`src/rtl/reg_rw_master.sv`:
```
// Request sequencer for a 32-bit read/write storage register: buffers requests in an
// in-order FIFO, drives din/wen/ren with fixed timing and returns read data on a response channel.
module reg_rw_master #(
  parameter int DW      = 32,
  parameter int DEPTH   = 4,
  parameter int RD_WAIT = 1
) (
  input  logic          clk,
  input  logic          reset,
  input  logic          req_valid,
  output logic          req_ready,
  input  logic          req_write,
  input  logic [DW-1:0] req_wdata,
  output logic          rsp_valid,
  input  logic          rsp_ready,
  output logic [DW-1:0] rsp_rdata,
  output logic [DW-1:0] reg_din,
  output logic          reg_wen,
  output logic          reg_ren,
  input  logic [DW-1:0] reg_dout,
  output logic          busy
);

  localparam int AW = $clog2(DEPTH);
  localparam int CW = (RD_WAIT < 1) ? 1 : $clog2(RD_WAIT + 1);
  localparam logic [CW-1:0] CNT_INIT = CW'(RD_WAIT);
  localparam logic [CW-1:0] CNT_ONE  = CW'(1);
  localparam logic [AW:0]   PTR_ONE  = (AW+1)'(1);

  typedef enum logic [1:0] {IDLE, WR, RD, RESP} state_t;

  state_t          state_q, state_d;
  logic [CW-1:0]   cnt_q, cnt_d;
  logic [DW-1:0]   din_q, din_d;
  logic [DW-1:0]   rdata_q, rdata_d;
  logic [DW:0]     fifo_q [DEPTH];
  logic [AW:0]     wptr_q, rptr_q;
  logic            empty, full, push, pop;
  logic [DW:0]     head;

  // Extra pointer bit distinguishes full from empty when the index bits match.
  assign empty = (wptr_q == rptr_q);
  assign full  = (wptr_q[AW] != rptr_q[AW]) && (wptr_q[AW-1:0] == rptr_q[AW-1:0]);
  assign push  = req_valid && !full;
  assign pop   = (state_q == IDLE) && !empty;
  assign head  = fifo_q[rptr_q[AW-1:0]];

  always_ff @(posedge clk) begin
    if (push) begin
      fifo_q[wptr_q[AW-1:0]] <= {req_write, req_wdata};
    end
  end

  always_ff @(posedge clk) begin
    if (reset) begin
      wptr_q <= '0;
      rptr_q <= '0;
    end else begin
      if (push) wptr_q <= wptr_q + PTR_ONE;
      if (pop)  rptr_q <= rptr_q + PTR_ONE;
    end
  end

  always_ff @(posedge clk) begin
    if (reset) begin
      state_q <= IDLE;
      cnt_q   <= '0;
      din_q   <= '0;
      rdata_q <= '0;
    end else begin
      state_q <= state_d;
      cnt_q   <= cnt_d;
      din_q   <= din_d;
      rdata_q <= rdata_d;
    end
  end

  always_comb begin
    state_d = state_q;
    cnt_d   = cnt_q;
    din_d   = din_q;
    rdata_d = rdata_q;
    case (state_q)
      IDLE: begin
        if (!empty) begin
          if (head[DW]) begin
            state_d = WR;
            din_d   = head[DW-1:0];
          end else begin
            state_d = RD;
            cnt_d   = CNT_INIT;
          end
        end
      end
      WR: state_d = IDLE;
      RD: begin
        if (cnt_q != '0) begin
          cnt_d = cnt_q - CNT_ONE;
        end else begin
          rdata_d = reg_dout;
          state_d = RESP;
        end
      end
      RESP: begin
        if (rsp_ready) state_d = IDLE;
      end
      default: state_d = IDLE;
    endcase
  end

  // Enables and response valid decode straight from the state register.
  assign req_ready = !full;
  assign reg_wen   = (state_q == WR);
  assign reg_ren   = (state_q == RD);
  assign rsp_valid = (state_q == RESP);
  assign reg_din   = din_q;
  assign rsp_rdata = rdata_q;
  assign busy      = (state_q != IDLE) || !empty;

endmodule

```
`config.mk`:
```
export PLATFORM = sky130hd
export DESIGN_NAME = reg_rw_master
export DESIGN_NICKNAME = d
export VERILOG_FILES = /design/src/rtl/reg_rw_master.sv
export SDC_FILE = /design/constraint.sdc
export NUM_CORES = 1
export LEC_CHECK = 0
export ABC_CLOCK_PERIOD_IN_PS = 3500
export CAP_MARGIN = 10
export CORE_UTILIZATION = 45
export DETAILED_ROUTE_END_ITERATION = 8
export PLACE_DENSITY = 0.71
export SYNTH_ARGS = -nofsm -noshare
export SYNTH_HDL_FRONTEND = slang
export SYNTH_SLANG_ARGS = --single-unit
```
`constraint.sdc`:
```
create_clock -name clk -period 3.5 [get_ports clk]
set_input_delay 0.7 -clock clk [delete_from_list [all_inputs] [get_ports clk]]
set_output_delay 0.7 -clock clk [all_outputs]
set_load 0.05 [all_outputs]
```
==> metrics.yaml, run 1 <==
flow_run:
  maxCapViolCount: 0
power:
  p_leak_nw: 3.21
  pwr-share-comb_pct: 32.9
  cell_internal_pwr_mw: 5.03
  swShare_pct: 34.6
  p_sw_mw: 2.66
  vdd_drop_max_v: 0.000539
  sequentialPowerShare_pct: 40.1
  powerDensity_nw_per_um2: 788
  clkPwrFrac_pct: 26.9
floorplan:
  core-area_um2: 16500
  start_util_pct: 46.0
  io_pins: 138
  die_x_um: 132
  die_y_um: 132
  core.rowCount: 47
  dieArea_um2: 17400
logic_synthesis:
  synthSimpleGateAreaFrac_pct: 8.01
  synth_largest_area_cell: "edfxtp_1"
  synth_top_area_share_pct: 52.2
  synth_top_family_by_area: "multiplexers"
  ys_ff_latch: 207
  ys.flop_type: "edfxtp_1"
  syn-num-nets: 589
  yosysUniqueCellTypes: 32
  synth_edf_count: 132
  syn_avg_cell_area_um2: 14.7
  async_flop_share_pct: 0
  synthMuxAreaShare_pct: 10.1
  ys_seq_area_share_pct: 72.0
  synth_adder_area_share_pct: 0.824
  synth_xor_area_share_pct: 1.04
  synth.most_common_cell: "edfxtp_1"
  synth_compound_area_share_pct: 5.73
  syn-instance-count: 515
  ys_warn_count: 0
  netlist_top_cells_area: "edfxtp_1 (52%), dfxtp_1 (20%), mux4_2 (9.8%)"
  synth.cell_area_um2: 7590
  synth_top_cells_by_count: "edfxtp_1 (132), nand2_1 (130), dfxtp_1 (75)"
sta:
  tns_ns: 0
  relSlewSlack_pct: 30.0
  skew_ns: 0.0148
  max_freq_ghz: 0.346
  layout_setup_ws_ns: 0.611
  slew_viol_final: 0
  hold_viol: 0
  finalCritPeriodShare_pct: 82.5
  worst_pin_slew_ns: 1.05
  fin_hold_ws_ns: 0.453
  setup_viol: 0
  rsz0062_at_grt: "false"
  min_period_ns: 2.89
grt:
  antenna_found_initial: 0
  grt_pass1_wl_um: 24200
  grt_usage_pct: 17.8
  grt_max_degree: 35
  grt-ovfl-total: 0
  grt_pass1_vias: 4640
clock_network:
  cts_tree: "yes"
  insertion_delay_ns: 0.49
  cts.sinks: 207
  cts_htree_levels: 1
  postCtsHoldBufs: 0
  clk_pin_slew_ns: 0.06
  post_cts_resized: 0
  clock-root-buffer: "clkbuf_16"
  cts_buffer_depth: 3
  numCtsBuffers: 21
  cts_setup_buffers: 0
critical_path:
  startpoint_type: "flop"
  cp.required_ns: 2.80
  arrival_ns: 2.19
  crit_buf_inv: 1
  crit_family: "buffers and inverters"
  cp_slowest_stage_delay_ns: 0.74
  crit_fanout: 5
  crit_type: "reg2out"
  cp-end-kind: "output pin"
  cp_cell_sequence: "xor2_1 > nand3_1 > clkdlybuf4s50_1"
  slowest_stage: "clkdlybuf4s50_1"
place:
  port_buffers: 137
  dp_cells: 850
  place_congestion: 0.901
  dp_hpwl_um: 9900
  dp_slack_ns: 0.870
routing:
  drc_errors: 0
  vias: 4553
  dr.pass1.iters: 4
  drt-initial-drc-count: 212
  routed_via_density: 5.13
  wire_per_inst_um: 17.2
  ant_nets: 0
  totalWireLength_um: 15200
finish:
  drive_gt1_share_pct: 12.4
  layout.nets: 727
  antennaDiodeCount: 0
  syn2layout_area_growth_pct: 28.5
  final_cells: 887
status:
  status: "complete, no violations"
hold_path:
  hold_class: "reg2reg"
-- layout make-up --
type | count | area, um2
Fill cell | 1264 | 6770
Sequential cell | 207 | 5470
Multi-Input combinational cell | 276 | 1950
Timing Repair Buffer | 144 | 1420
Clock buffer | 29 | 566
Tap cell | 220 | 275
Clock inverter | 8 | 65.1
Inverter | 3 | 11.3
-- power groups by stage --
stage | sequential, mW | clock [mW] | combinational [mW]
after floorplan | 3.79 | 0 | 1.18
after global routing | 3.13 | 2.20 | 2.70
after CTS | 3.09 | 2.11 | 2.56
after global placement | 3.12 | 0 | 2.52
after detailed placement | 3.14 | 0 | 2.55
final | 3.09 | 2.07 | 2.53
-- registers in the layout, summed over array words and instances, names as in the netlist, named ones only --
register and flops:
rsp_rdata 32, cnt_q 1, rptr_q 3, wptr_q 3, fifo_q 132, reg_din 32
state_q 2
-- cell usage in the layout (no fill, tap or decap), types with 2 or more instances in the layout --
cell type        count
clkdlybuf4s50_1    136
edfxtp_1           132
nand2_1            130
dfxtp_1             73
a21oi_1             60
mux4_2              33
clkbuf_16           21
nor2_1              10
clkbuf_1             7
buf_4                7
xor2_1               5
a21oi_2              5
ha_1                 5
xnor2_1              4
and2_2               4
inv_1                3
clkinv_2             3
clkinv_1             3
nor2b_1              2
nand3_1              2
and2_1               2
mux2i_1              2
o21ai_0              2
dfxtp_2              2
-- cells by family after synthesis --
kind of cell | after synthesis
XOR/XNOR | 9
flip-flops | 207
buffers and inverters | 32
AO/OA/AOI/OAI | 74
multiplexers | 35
AND/OR/NAND/NOR | 153
adder cells (fa/ha/maj) | 5
-- metrics by stage --
step	area [um2]	util, %	total power, mW
after CTS	9760	59.0	7.77
after global placement	9130	55.2	5.64
after detailed placement	9130	55.2	5.69
after floorplan	7590	-	4.96
after global routing	9760	59.0	8.04
final	9760	59.0	7.69
-- worst paths after layout --
kind | start | endpoint | slack, ns | cells past startpoint
setup / recovery | wptr_q[2] | req_ready | 0.61 | 3
hold / removal | rsp_rdata[29] | rsp_rdata[29] | 0.45 | 2
hold reg to reg | rsp_rdata[29] | rsp_rdata[29] | 0.45 | 2
setup reg to reg | wptr_q[0] | fifo_q[1][25] | 1.09 | 4
-- routing by layer --
metal / wire length [um] / track usage, % / vias to the layer above
met2: 7480 / 31.1 / 178
met5: 0 / 0 / -
met1: 6490 / 21.8 / 2216
li1: - / - / 2138
met3: 1030 / 4.69 / 21
met4: 245 / 4.78 / 0
-- worst min-delay path, stage by stage (launching register included) --
cell and delay (ns):
dfxtp_1 0.30, nand2_1 0.05, a21oi_1 0.05
Note: power is estimated with default switching activity, not from simulation.
==> inputs of run 2 (changes only) <==
--- a/config.mk
+++ b/config.mk
@@ -5,7 +5,7 @@
 export SDC_FILE = /design/constraint.sdc
 export NUM_CORES = 1
 export LEC_CHECK = 0
-export ABC_CLOCK_PERIOD_IN_PS = 3500
+export ABC_CLOCK_PERIOD_IN_PS = 3000
 export CAP_MARGIN = 10
 export CORE_UTILIZATION = 45
 export DETAILED_ROUTE_END_ITERATION = 8
==> constraint.sdc (replaced) <==
create_clock -name clk -period 3 [get_ports clk]
set_input_delay 0.6 -clock clk [delete_from_list [all_inputs] [get_ports clk]]
set_output_delay 0.6 -clock clk [all_outputs]
set_load 0.05 [all_outputs]
==> run 2 against run 1 <==
Die area did not move. Largest power group unchanged. Flip-flop and latch count did not move. Setup slack got worse by 0.40 ns. Cell count rose by 0.23%. Hold slack barely moved. First-iteration DRC count fell by 18%.
==> metrics.yaml, run 2 (synthesis gave the netlist of run 1 again) <==
status:
  status: "complete, no violations"  # unchanged
hold_path:
  hold_start: "reg_din[1]"  # was rsp_rdata[29]
  holdPathEnd: "reg_din[1]"  # was rsp_rdata[29]
  hold_depth: 2  # unchanged
  hold_class: "reg2reg"  # unchanged
critical_path:
  cp.required_ns: 2.40  # was 2.80 ns
  cp-end-kind: "output pin"  # unchanged
  reg2reg_depth: 4  # unchanged
  slowest_stage: "clkdlybuf4s50_1"  # unchanged
  crit_family: "buffers and inverters"  # unchanged
  r2r_end: "fifo_q[3][16]"  # was fifo_q[1][25]
  crit_fanout: 5  # unchanged
  rrSetupSlack_ns: 0.80  # was 1.09 ns
  cp_cell_sequence: "xor2_1 > nand3_1 > clkdlybuf4s50_1"  # unchanged
  startpoint: "wptr_q[2]"  # unchanged
  reg2reg_from: "wptr_q[0]"  # unchanged
  crit_type: "reg2out"  # unchanged
  crit_buf_inv: 1  # unchanged
  startpoint_type: "flop"  # unchanged
  cp_slowest_stage_delay_ns: 0.73  # was 0.74 ns
  arrival_ns: 2.19  # about the same
floorplan:
  die_x_um: 132  # unchanged
  die_y_um: 132  # unchanged
  core-area_um2: 16500  # unchanged
  io_pins: 138  # unchanged
  start_util_pct: 46.0  # unchanged
  dieArea_um2: 17400  # unchanged
  core.rowCount: 47  # unchanged
finish:
  mostFrequentLayoutCells: "clkdlybuf4s50_1 (136), edfxtp_1 (132), nand2_1 (130)"  # unchanged
  layout.nets: 728  # was 727
  antennaDiodeCount: 0  # unchanged
  final_common_cell: "clkdlybuf4s50_1"  # unchanged
  largest_register_ffs: 132  # unchanged
  nFillCells: 1239  # was 1264
  drive_gt1_share_pct: 13.6  # was 12.4%
  syn2layout_area_growth_pct: 29.9  # was 28.5%
  final_cells: 889  # was 887
sta:
  skew_ns: 0.0123  # was 0.0148 ns
  max_freq_ghz: 0.358
  slew_viol_final: 0  # unchanged
  rsz0062_at_grt: "false"  # unchanged
  worst_pin_slew_ns: 1.05  # about the same
  setup_viol: 0  # unchanged
  hold_viol: 0  # unchanged
  min_period_ns: 2.79
  layout_setup_ws_ns: 0.206  # was 0.611 ns
  tns_ns: 0  # unchanged
  relSlewSlack_pct: 30.3  # was 30.0%
  finalCritPeriodShare_pct: 93.1
clock_network:
  cts_buffer_depth: 3  # unchanged
  postCtsHoldBufs: 0  # unchanged
  clk_pin_slew_ns: 0.06  # about the same
  numCtsBuffers: 21  # unchanged
  cts_setup_buffers: 0  # unchanged
  post_cts_resized: 0  # unchanged
  cts_htree_levels: 1  # unchanged
  clock-root-buffer: "clkbuf_16"  # unchanged
  cts.sinks: 207  # unchanged
  insertion_delay_ns: 0.50  # was 0.49 ns
  cts_tree: "yes"  # unchanged
grt:
  grt_pass1_vias: 4634  # was 4640
  grt-ovfl-total: 0  # unchanged
  grt_usage_pct: 17.4  # was 17.8%
  antenna_found_initial: 0  # unchanged
  grt_max_degree: 52  # was 35
  grt_pass1_wl_um: 23800  # was 24200 um
power:
  powerDensity_nw_per_um2: 919  # was 788 nW/um2
  total_power_mw: 9.07  # was 7.69 mW
  p_leak_nw: 3.26  # was 3.21 nW
  vdd_drop_max_v: 0.000530  # was 0.000539 V
routing:
  ant_nets: 0  # unchanged
  dr.pass1.iters: 7  # was 4
  totalWireLength_um: 15100  # was 15200 um
  drt-initial-drc-count: 173  # was 212
  drc_errors: 0  # unchanged
  wire_per_inst_um: 16.9  # was 17.2 um
  routed_via_density: 5.08  # was 5.13
  vias: 4516  # was 4553
flow_run:
  maxCapViolCount: 0  # unchanged
place:
  place_congestion: 0.886  # was 0.901
  dp_cells: 851  # was 850
  port_buffers: 137  # unchanged
  dp_hpwl_um: 9690  # was 9900 um
  dp_slack_ns: 0.688  # was 0.870 ns
## run 2: worst max path at each step
stage	to	slack [ns]	cells past startpoint
after floorplan	fifo_q[3][0]	0.68	3
after global placement	fifo_q[3][11]	0.71	4
after detailed placement	fifo_q[3][17]	0.69	4
after CTS	req_ready	0.17	3
after global routing	req_ready	0.10	3
final	req_ready	0.21	3
## run 2: metrics by stage
stage / hold slack, ns / instance area [um2] / utilization (%)
after floorplan: 0.471 / 7590 / -
after global placement: 0.442 / 9200 / 55.7
after detailed placement: 0.446 / 9200 / 55.7
after CTS: 0.455 / 9860 / 59.7
after global routing: 0.474 / 9860 / 59.7
final: 0.453 / 9860 / 59.7
## run 2: layout make-up
cell class / count / area, um2 / share of cell area [%]
flip-flops and latches: 207 / 5470 / 55.4
repair buffers: 145 / 1490 / 15.1
inverters: 3 / 11.3 / 0.114
well taps: 220 / 275 / 2.79
clock inverters: 9 / 77.6 / 0.787
multi-input cells: 276 / 1950 / 19.8
clock buffers: 29 / 589 / 5.97
## run 2: report_power, final
part / switching, mW / internal (mW) / leakage [nW]
logic: 1.90 / 1.08 / 1.10
registers: 0.181 / 3.41 / 1.82
clock network: 1.02 / 1.47 / 0.336
total: 3.11 / 5.96 / 3.26
## run 2: metal layers
metal | share of wire (%) | track usage [%] | vias up
met5 | 0 | 0 | -
met3 | 6.4 | 3.50 | 19
li1 | - | - | 2151
met4 | 1.8 | 6.20 | 0
met2 | 48 | 29.6 | 172
met1 | 44 | 22.3 | 2174
## run 2: tightest hold or removal path, delay by kind of cell, from the launching register on
| family | cells | cell delay [ns] |
|---|---|---|
| and+or+nand+nor | 1 | 0.05 |
| AOI/OAI and AO/OA | 1 | 0.05 |
| DFF | 1 | 0.31 |
